**src/rtl/polygon_edge_sequencer.sv**
```systemverilog
// ============================================================================
//  Module      : polygon_edge_sequencer
//  Description : Computes the bounding-box minimum of a 2..MAX_VERT vertex
//                polygon and issues its closing edges, box-relative, to a
//                line drawer. Optional bbox size outputs: POLY_BBOX_OUT_EN.
//  Revision    : 1.0 - initial release
// ============================================================================
`default_nettype none

module polygon_edge_sequencer #(
    parameter int COORD_W  = 8,
    parameter int MAX_VERT = 4,
    parameter int VCNT_W   = 3
) (
    input  logic                            clk,
    input  logic                            n_rst,
    input  logic                            bla_en,
    input  logic [VCNT_W-1:0]               vert_count,
    input  logic [2*COORD_W*MAX_VERT-1:0]   coordinates,
    input  logic                            draw_done,
    output logic                            reset_buff,
    output logic [COORD_W-1:0]              x0,
    output logic [COORD_W-1:0]              y0,
    output logic [COORD_W-1:0]              x1,
    output logic [COORD_W-1:0]              y1,
    output logic                            draw_en,
    output logic                            bla_done,
`ifdef POLY_BBOX_OUT_EN
    output logic [COORD_W-1:0]              bbox_w,
    output logic [COORD_W-1:0]              bbox_h,
`endif
    output logic                            busy
);

    typedef enum logic [2:0] {
        S_IDLE     = 3'd0,
        S_MIN_CALC = 3'd1,
        S_RESET    = 3'd2,
        S_DRAW     = 3'd3,
        S_WAIT     = 3'd4,
        S_DONE     = 3'd5
    } state_t;

    localparam logic [VCNT_W-1:0] c_max_n = VCNT_W'(MAX_VERT);

    state_t                          state_q, state_d;
    logic [2*COORD_W*MAX_VERT-1:0]   verts_q;
    logic [VCNT_W-1:0]               n_q;
    logic [VCNT_W-1:0]               idx_q;
    logic [COORD_W-1:0]              min_x_q, min_y_q;

    logic [VCNT_W-1:0]               w_n_eff, w_n_m1, w_bidx, w_last_k;
    logic [COORD_W-1:0]              w_ax, w_ay, w_bx, w_by;
    logic [COORD_W-1:0]              w_minx_nxt, w_miny_nxt;
    logic                            w_first, w_last_vert;

    function automatic logic [COORD_W-1:0] get_coord(
        input logic [2*COORD_W*MAX_VERT-1:0] v,
        input logic [VCNT_W-1:0]             i,
        input logic                          is_y
    );
        get_coord = '0;
        for (int j = 0; j < MAX_VERT; j++) begin
            if (i == VCNT_W'(j)) begin
                if (is_y)
                    get_coord = v[2*COORD_W*j+COORD_W +: COORD_W];
                else
                    get_coord = v[2*COORD_W*j +: COORD_W];
            end
        end
    endfunction

    assign w_n_eff     = (vert_count > c_max_n) ? c_max_n : vert_count;
    assign w_n_m1      = n_q - VCNT_W'(1);
    // Closing edge wraps back to vertex 0; a 2-vertex line has only edge 0.
    assign w_bidx      = (idx_q == w_n_m1) ? '0 : idx_q + VCNT_W'(1);
    assign w_last_k    = (n_q == VCNT_W'(2)) ? '0 : w_n_m1;
    assign w_first     = (idx_q == '0);
    assign w_last_vert = (idx_q == w_n_m1);

    assign w_ax = get_coord(verts_q, idx_q, 1'b0);
    assign w_ay = get_coord(verts_q, idx_q, 1'b1);
    assign w_bx = get_coord(verts_q, w_bidx, 1'b0);
    assign w_by = get_coord(verts_q, w_bidx, 1'b1);

    assign w_minx_nxt = (w_first || (w_ax < min_x_q)) ? w_ax : min_x_q;
    assign w_miny_nxt = (w_first || (w_ay < min_y_q)) ? w_ay : min_y_q;

    always_ff @(posedge clk or negedge n_rst) begin
        if (!n_rst) begin
            state_q <= S_IDLE;
            verts_q <= '0;
            n_q     <= '0;
            idx_q   <= '0;
            min_x_q <= '0;
            min_y_q <= '0;
        end else begin
            state_q <= state_d;
            case (state_q)
                S_IDLE: begin
                    if (bla_en) begin
                        verts_q <= coordinates;
                        n_q     <= w_n_eff;
                        idx_q   <= '0;
                    end
                end
                S_MIN_CALC: begin
                    min_x_q <= w_minx_nxt;
                    min_y_q <= w_miny_nxt;
                    idx_q   <= idx_q + VCNT_W'(1);
                end
                S_RESET: idx_q <= '0;
                S_WAIT:  idx_q <= idx_q + VCNT_W'(1);
                default: ;
            endcase
        end
    end

`ifdef POLY_BBOX_OUT_EN
    logic [COORD_W-1:0] max_x_q, max_y_q, bbox_w_q, bbox_h_q;
    logic [COORD_W-1:0] w_maxx_nxt, w_maxy_nxt;

    assign w_maxx_nxt = (w_first || (w_ax > max_x_q)) ? w_ax : max_x_q;
    assign w_maxy_nxt = (w_first || (w_ay > max_y_q)) ? w_ay : max_y_q;

    always_ff @(posedge clk or negedge n_rst) begin
        if (!n_rst) begin
            max_x_q  <= '0;
            max_y_q  <= '0;
            bbox_w_q <= '0;
            bbox_h_q <= '0;
        end else if (state_q == S_MIN_CALC) begin
            max_x_q <= w_maxx_nxt;
            max_y_q <= w_maxy_nxt;
            // Loaded on the final vertex so the size is visible from RESET on.
            if (w_last_vert) begin
                bbox_w_q <= w_maxx_nxt - w_minx_nxt;
                bbox_h_q <= w_maxy_nxt - w_miny_nxt;
            end
        end else if (state_q == S_DONE) begin
            bbox_w_q <= '0;
            bbox_h_q <= '0;
        end
    end

    assign bbox_w = bbox_w_q;
    assign bbox_h = bbox_h_q;
`endif

    always_comb begin
        state_d    = state_q;
        reset_buff = 1'b0;
        draw_en    = 1'b0;
        bla_done   = 1'b0;
        x0         = '0;
        y0         = '0;
        x1         = '0;
        y1         = '0;
        case (state_q)
            S_IDLE: begin
                if (bla_en)
                    state_d = (w_n_eff < VCNT_W'(2)) ? S_DONE : S_MIN_CALC;
            end
            S_MIN_CALC: begin
                if (w_last_vert)
                    state_d = S_RESET;
            end
            S_RESET: begin
                reset_buff = 1'b1;
                state_d    = S_DRAW;
            end
            S_DRAW: begin
                draw_en = 1'b1;
                x0      = w_ax - min_x_q;
                y0      = w_ay - min_y_q;
                x1      = w_bx - min_x_q;
                y1      = w_by - min_y_q;
                if (draw_done)
                    state_d = (idx_q == w_last_k) ? S_DONE : S_WAIT;
            end
            S_WAIT: state_d = S_DRAW;
            S_DONE: begin
                bla_done = 1'b1;
                state_d  = S_IDLE;
            end
            default: state_d = S_IDLE;
        endcase
    end

    assign busy = (state_q != S_IDLE);

endmodule

`default_nettype wire
```
**config.mk**
```make
export PLATFORM = sky130hd
export DESIGN_NAME = polygon_edge_sequencer
export DESIGN_NICKNAME = d
export VERILOG_FILES = /design/src/rtl/polygon_edge_sequencer.sv
export SDC_FILE = /design/constraint.sdc
export NUM_CORES = 1
export LEC_CHECK = 0
export BUFFER_PORTS_ARGS = -buffer_cell sky130_fd_sc_hd__buf_2
export CORE_UTILIZATION = 57
export DETAILED_ROUTE_END_ITERATION = 6
export PLACE_DENSITY = 0.9
export RECOVER_POWER = 50
export REMOVE_ABC_BUFFERS = 1
export SYNTH_ARGS = -nofsm -noshare
export SYNTH_HDL_FRONTEND = slang
export SYNTH_SLANG_ARGS = --single-unit
export TNS_END_PERCENT = 1
```
**constraint.sdc**
```tcl
create_clock -name clk -period 4.41 [get_ports clk]
set_input_delay 0.6615 -clock clk [delete_from_list [all_inputs] [get_ports clk]]
set_output_delay 0.6615 -clock clk [all_outputs]
set_load 0.05 [all_outputs]
```
==> run metrics <==
CTS Buf Count=9; Reg clk slew, reported paths=90 ps; Clock Path Buffers=2; later-pin clock latency in the skew report=~370 ps; final antenna-violating net count=0; flops & latches, synth=89; outcome=complete, but fails checks; failing checks=design-rule violations, max-capacitance violations, max-slew violations, negative setup slack; Seq. cell area=2230 um2; Final HPWL DP=about 11000 um; crit-path max FO=5; Die ar.=~11000 um2; final setup vio count=9; Final Cycle Share=104%; final hold vios=0; worst relative slew slack=-44.0%; post-synthesis sequential area ratio=between 30% and 40%; Worst Path Required=around 3800 ps; Slew Viols, Final=90; final wirelength=approximately 17000 um; synth unique cells=43; CP Capture Type=output pin; RSZ-0062 raised after global routing=true; Startpoint Class=flip-flop; min-delay worst type=reg -> reg; routability cong.=0.936; final core utilization=about three quarters; global-route wire length before repair=~27000 um; Netlist Area Pre-Place=5890 um2; Worst Tran Pin Value=approximately 2200 ps; Worst Skew=~17 ps; drt wl/cell=roughly 20 um; minimum clock period=approximately 4600 ps; initial DRC count=560; Starting Density=between 50% and 60%; clock sinks=89; setup TNS=-613 ps; Die Y=approximately 100 um; Synth warnings=0; Arr. time, crit path=3910 ps; Post-synth EDFFs=0; async set or reset register ratio after synthesis=100%; Placed Area=6720 um2; area of the multi-input gates=3590 um2; hold buffer count at CTS=0; Final WS setup=-161 ps; root buf cell=clkbuf_8; Synth Instances=about 610; Hold Slack=between 500 and 600 ps; reported max-cap violation count=1; Core Rows=36; via count of the first global-routing pass=around 5500; top_reg_cell synth=dfrtp_1; largest net degree at the start of global routing=90; GRT Resource Usage Total=approximately 30%; fill count=approximately 650; H-tree depth=3; DRC viols=4; f_max=0.219 GHz; post-DR vias/cell=between 6 and 7; share of cells above drive strength 1=about two fifths; Die Wd=~100 um; first-pass iteration count of the detailed router=7; Avg Inst Size Synth=9.72 um2; Final Instance Area=around 7300 um2; Area Growth Syn to Fin=24.2%; buffers added on ports=roughly 110; worst reg2reg setup slack=between 400 and 500 ps; initial antenna violation count=0; I/O Pins=107; core box area=roughly 9900 um2; Setup CP Type=reg -> out; detailed-route via count=roughly 5600; # diodes=0; Final nets=approximately 860; TritonCTS clock tree=done; GRT overflow=0
layer usage:
metal | vias to the layer above | GRT usage [%] | wire, um
li1 | 2480 | - | -
met1 | 2695 | 38.6 | 6670
met2 | 358 | 50.3 | 8180
met3 | 84 | 5.54 | 1580
met4 | 0 | 17.7 | 756
met5 | - | 0 | 0
cells in the final DEF (no fill, tap or decap), types with 4 or more instances in the layout:
cell / Yosys / layout
nand2_1: 62 / 62
a21boi_1: 0 / 4
buf_2: 3 / 94
nor3b_1: 6 / 5
ha_1: 39 / 29
a21oi_1: 11 / 10
a222oi_1: 14 / 14
nor2_1: 30 / 28
buf_4: 0 / 57
o21ai_0: 43 / 29
nor2b_1: 14 / 10
clkbuf_8: 0 / 10
nor2_2: 2 / 4
o21ai_2: 0 / 6
o21ai_1: 1 / 9
mux2i_1: 4 / 4
a31oi_1: 6 / 5
ha_4: 0 / 4
a22oi_1: 19 / 18
ha_2: 0 / 6
mux2_2: 76 / 76
dfrtp_1: 89 / 88
nor3_1: 37 / 35
inv_1: 41 / 38
o21a_1: 15 / 15
buf_6: 0 / 7
a22o_1: 14 / 14
a21boi_2: 0 / 7
worst max-delay path, cell delays in order, from the launching register on:
cell	delay (ps)
dfrtp_1	410
inv_2	90
ha_4	160
xnor3_2	300
nand3_2	110
nor4b_4	430
a222oi_1	200
a21boi_2	200
ha_2	200
fa_2	390
nor2b_4	160
o21ai_2	80
a21boi_2	170
o21ai_1	110
nor3b_2	170
nor3_2	160
buf_6	200
state kept, by name, summed over array words and instances, names as in the netlist:
name     cells
min_y_q      8
n_q          3
state_q      3
min_x_q      8
verts_q     64
idx_q        3
area by class of cell:
class                      count  area share [%]
clock buffer                  11            1.93
tap                          133            2.28
clock inverter                 5           0.753
multi-input combinational    445            49.0
sequential                    89            30.5
inverter                      41            2.10
timing repair buffer         159            13.4
kinds of logic (layout without fill, tap and decap cells):
group / after synthesis / count (layout) / share of synthesized area (%)
and+or+nand+nor: 170 / 170 / 13.8
AOI/OAI and AO/OA: 145 / 145 / 17.1
DFF: 89 / 89 / 37.8
muxes: 80 / 80 / 15.2
buffers and inverters: 72 / 216 / 4.65
adders and majority gates: 43 / 43 / 9.65
xor gates and xnor gates: 7 / 7 / 1.74
Yosys cell counts (3+ instances only):
| cell | count | area, um2 |
|---|---|---|
| a21boi_0 | 11 | 82.6 |
| a21oi_1 | 11 | 55.1 |
| a222oi_1 | 14 | 140 |
| a22o_1 | 14 | 123 |
| a22oi_1 | 19 | 143 |
| a31oi_1 | 6 | 37.5 |
| and3_1 | 3 | 18.8 |
| buf_1 | 3 | 11.3 |
| buf_2 | 3 | 15.0 |
| clkbuf_1 | 25 | 93.8 |
| dfrtp_1 | 89 | 2230 |
| fa_1 | 4 | 80.1 |
| ha_1 | 39 | 488 |
| inv_1 | 41 | 154 |
| mux2_2 | 76 | 856 |
| mux2i_1 | 4 | 40.0 |
| nand2_1 | 62 | 233 |
| nor2_1 | 30 | 113 |
| nor2b_1 | 14 | 87.6 |
| nor3_1 | 37 | 185 |
| nor3b_1 | 6 | 45.0 |
| o21a_1 | 15 | 113 |
| o21ai_0 | 43 | 215 |
| o22ai_1 | 3 | 18.8 |
| or4_1 | 3 | 22.5 |
| xnor3_1 | 3 | 67.6 |
metrics by stage:
step / setup slack [ps] / std cells
finish: -161 / 883
detailed placement: -470 / 847
global route: -251 / 883
CTS: -72.2 / 871
global placement: -234 / 847
floorplan: -800 / 575
worst paths after layout:
path | end | startpoint | cells after the start
max reg2reg | min_y_q[5] | idx_q[1] | 18
max in group asynchronous | idx_q[2] | n_rst | 1
min | min_x_q[6] | min_x_q[6] | 1
min reg2reg | min_x_q[6] | min_x_q[6] | 1
max | y1[6] | n_q[1] | 16
min in group asynchronous | verts_q[21] | n_rst | 1
timing repair:
item / CTS / global route
pin swaps: 15 / 26
setup endpoints to repair: 18 / 18
setup buffers: 8 / 12
gates resized for setup: 49 / 45
Power is not shown: default switching activity piles up to over one toggle a cycle in this logic, so the estimate is an artifact.
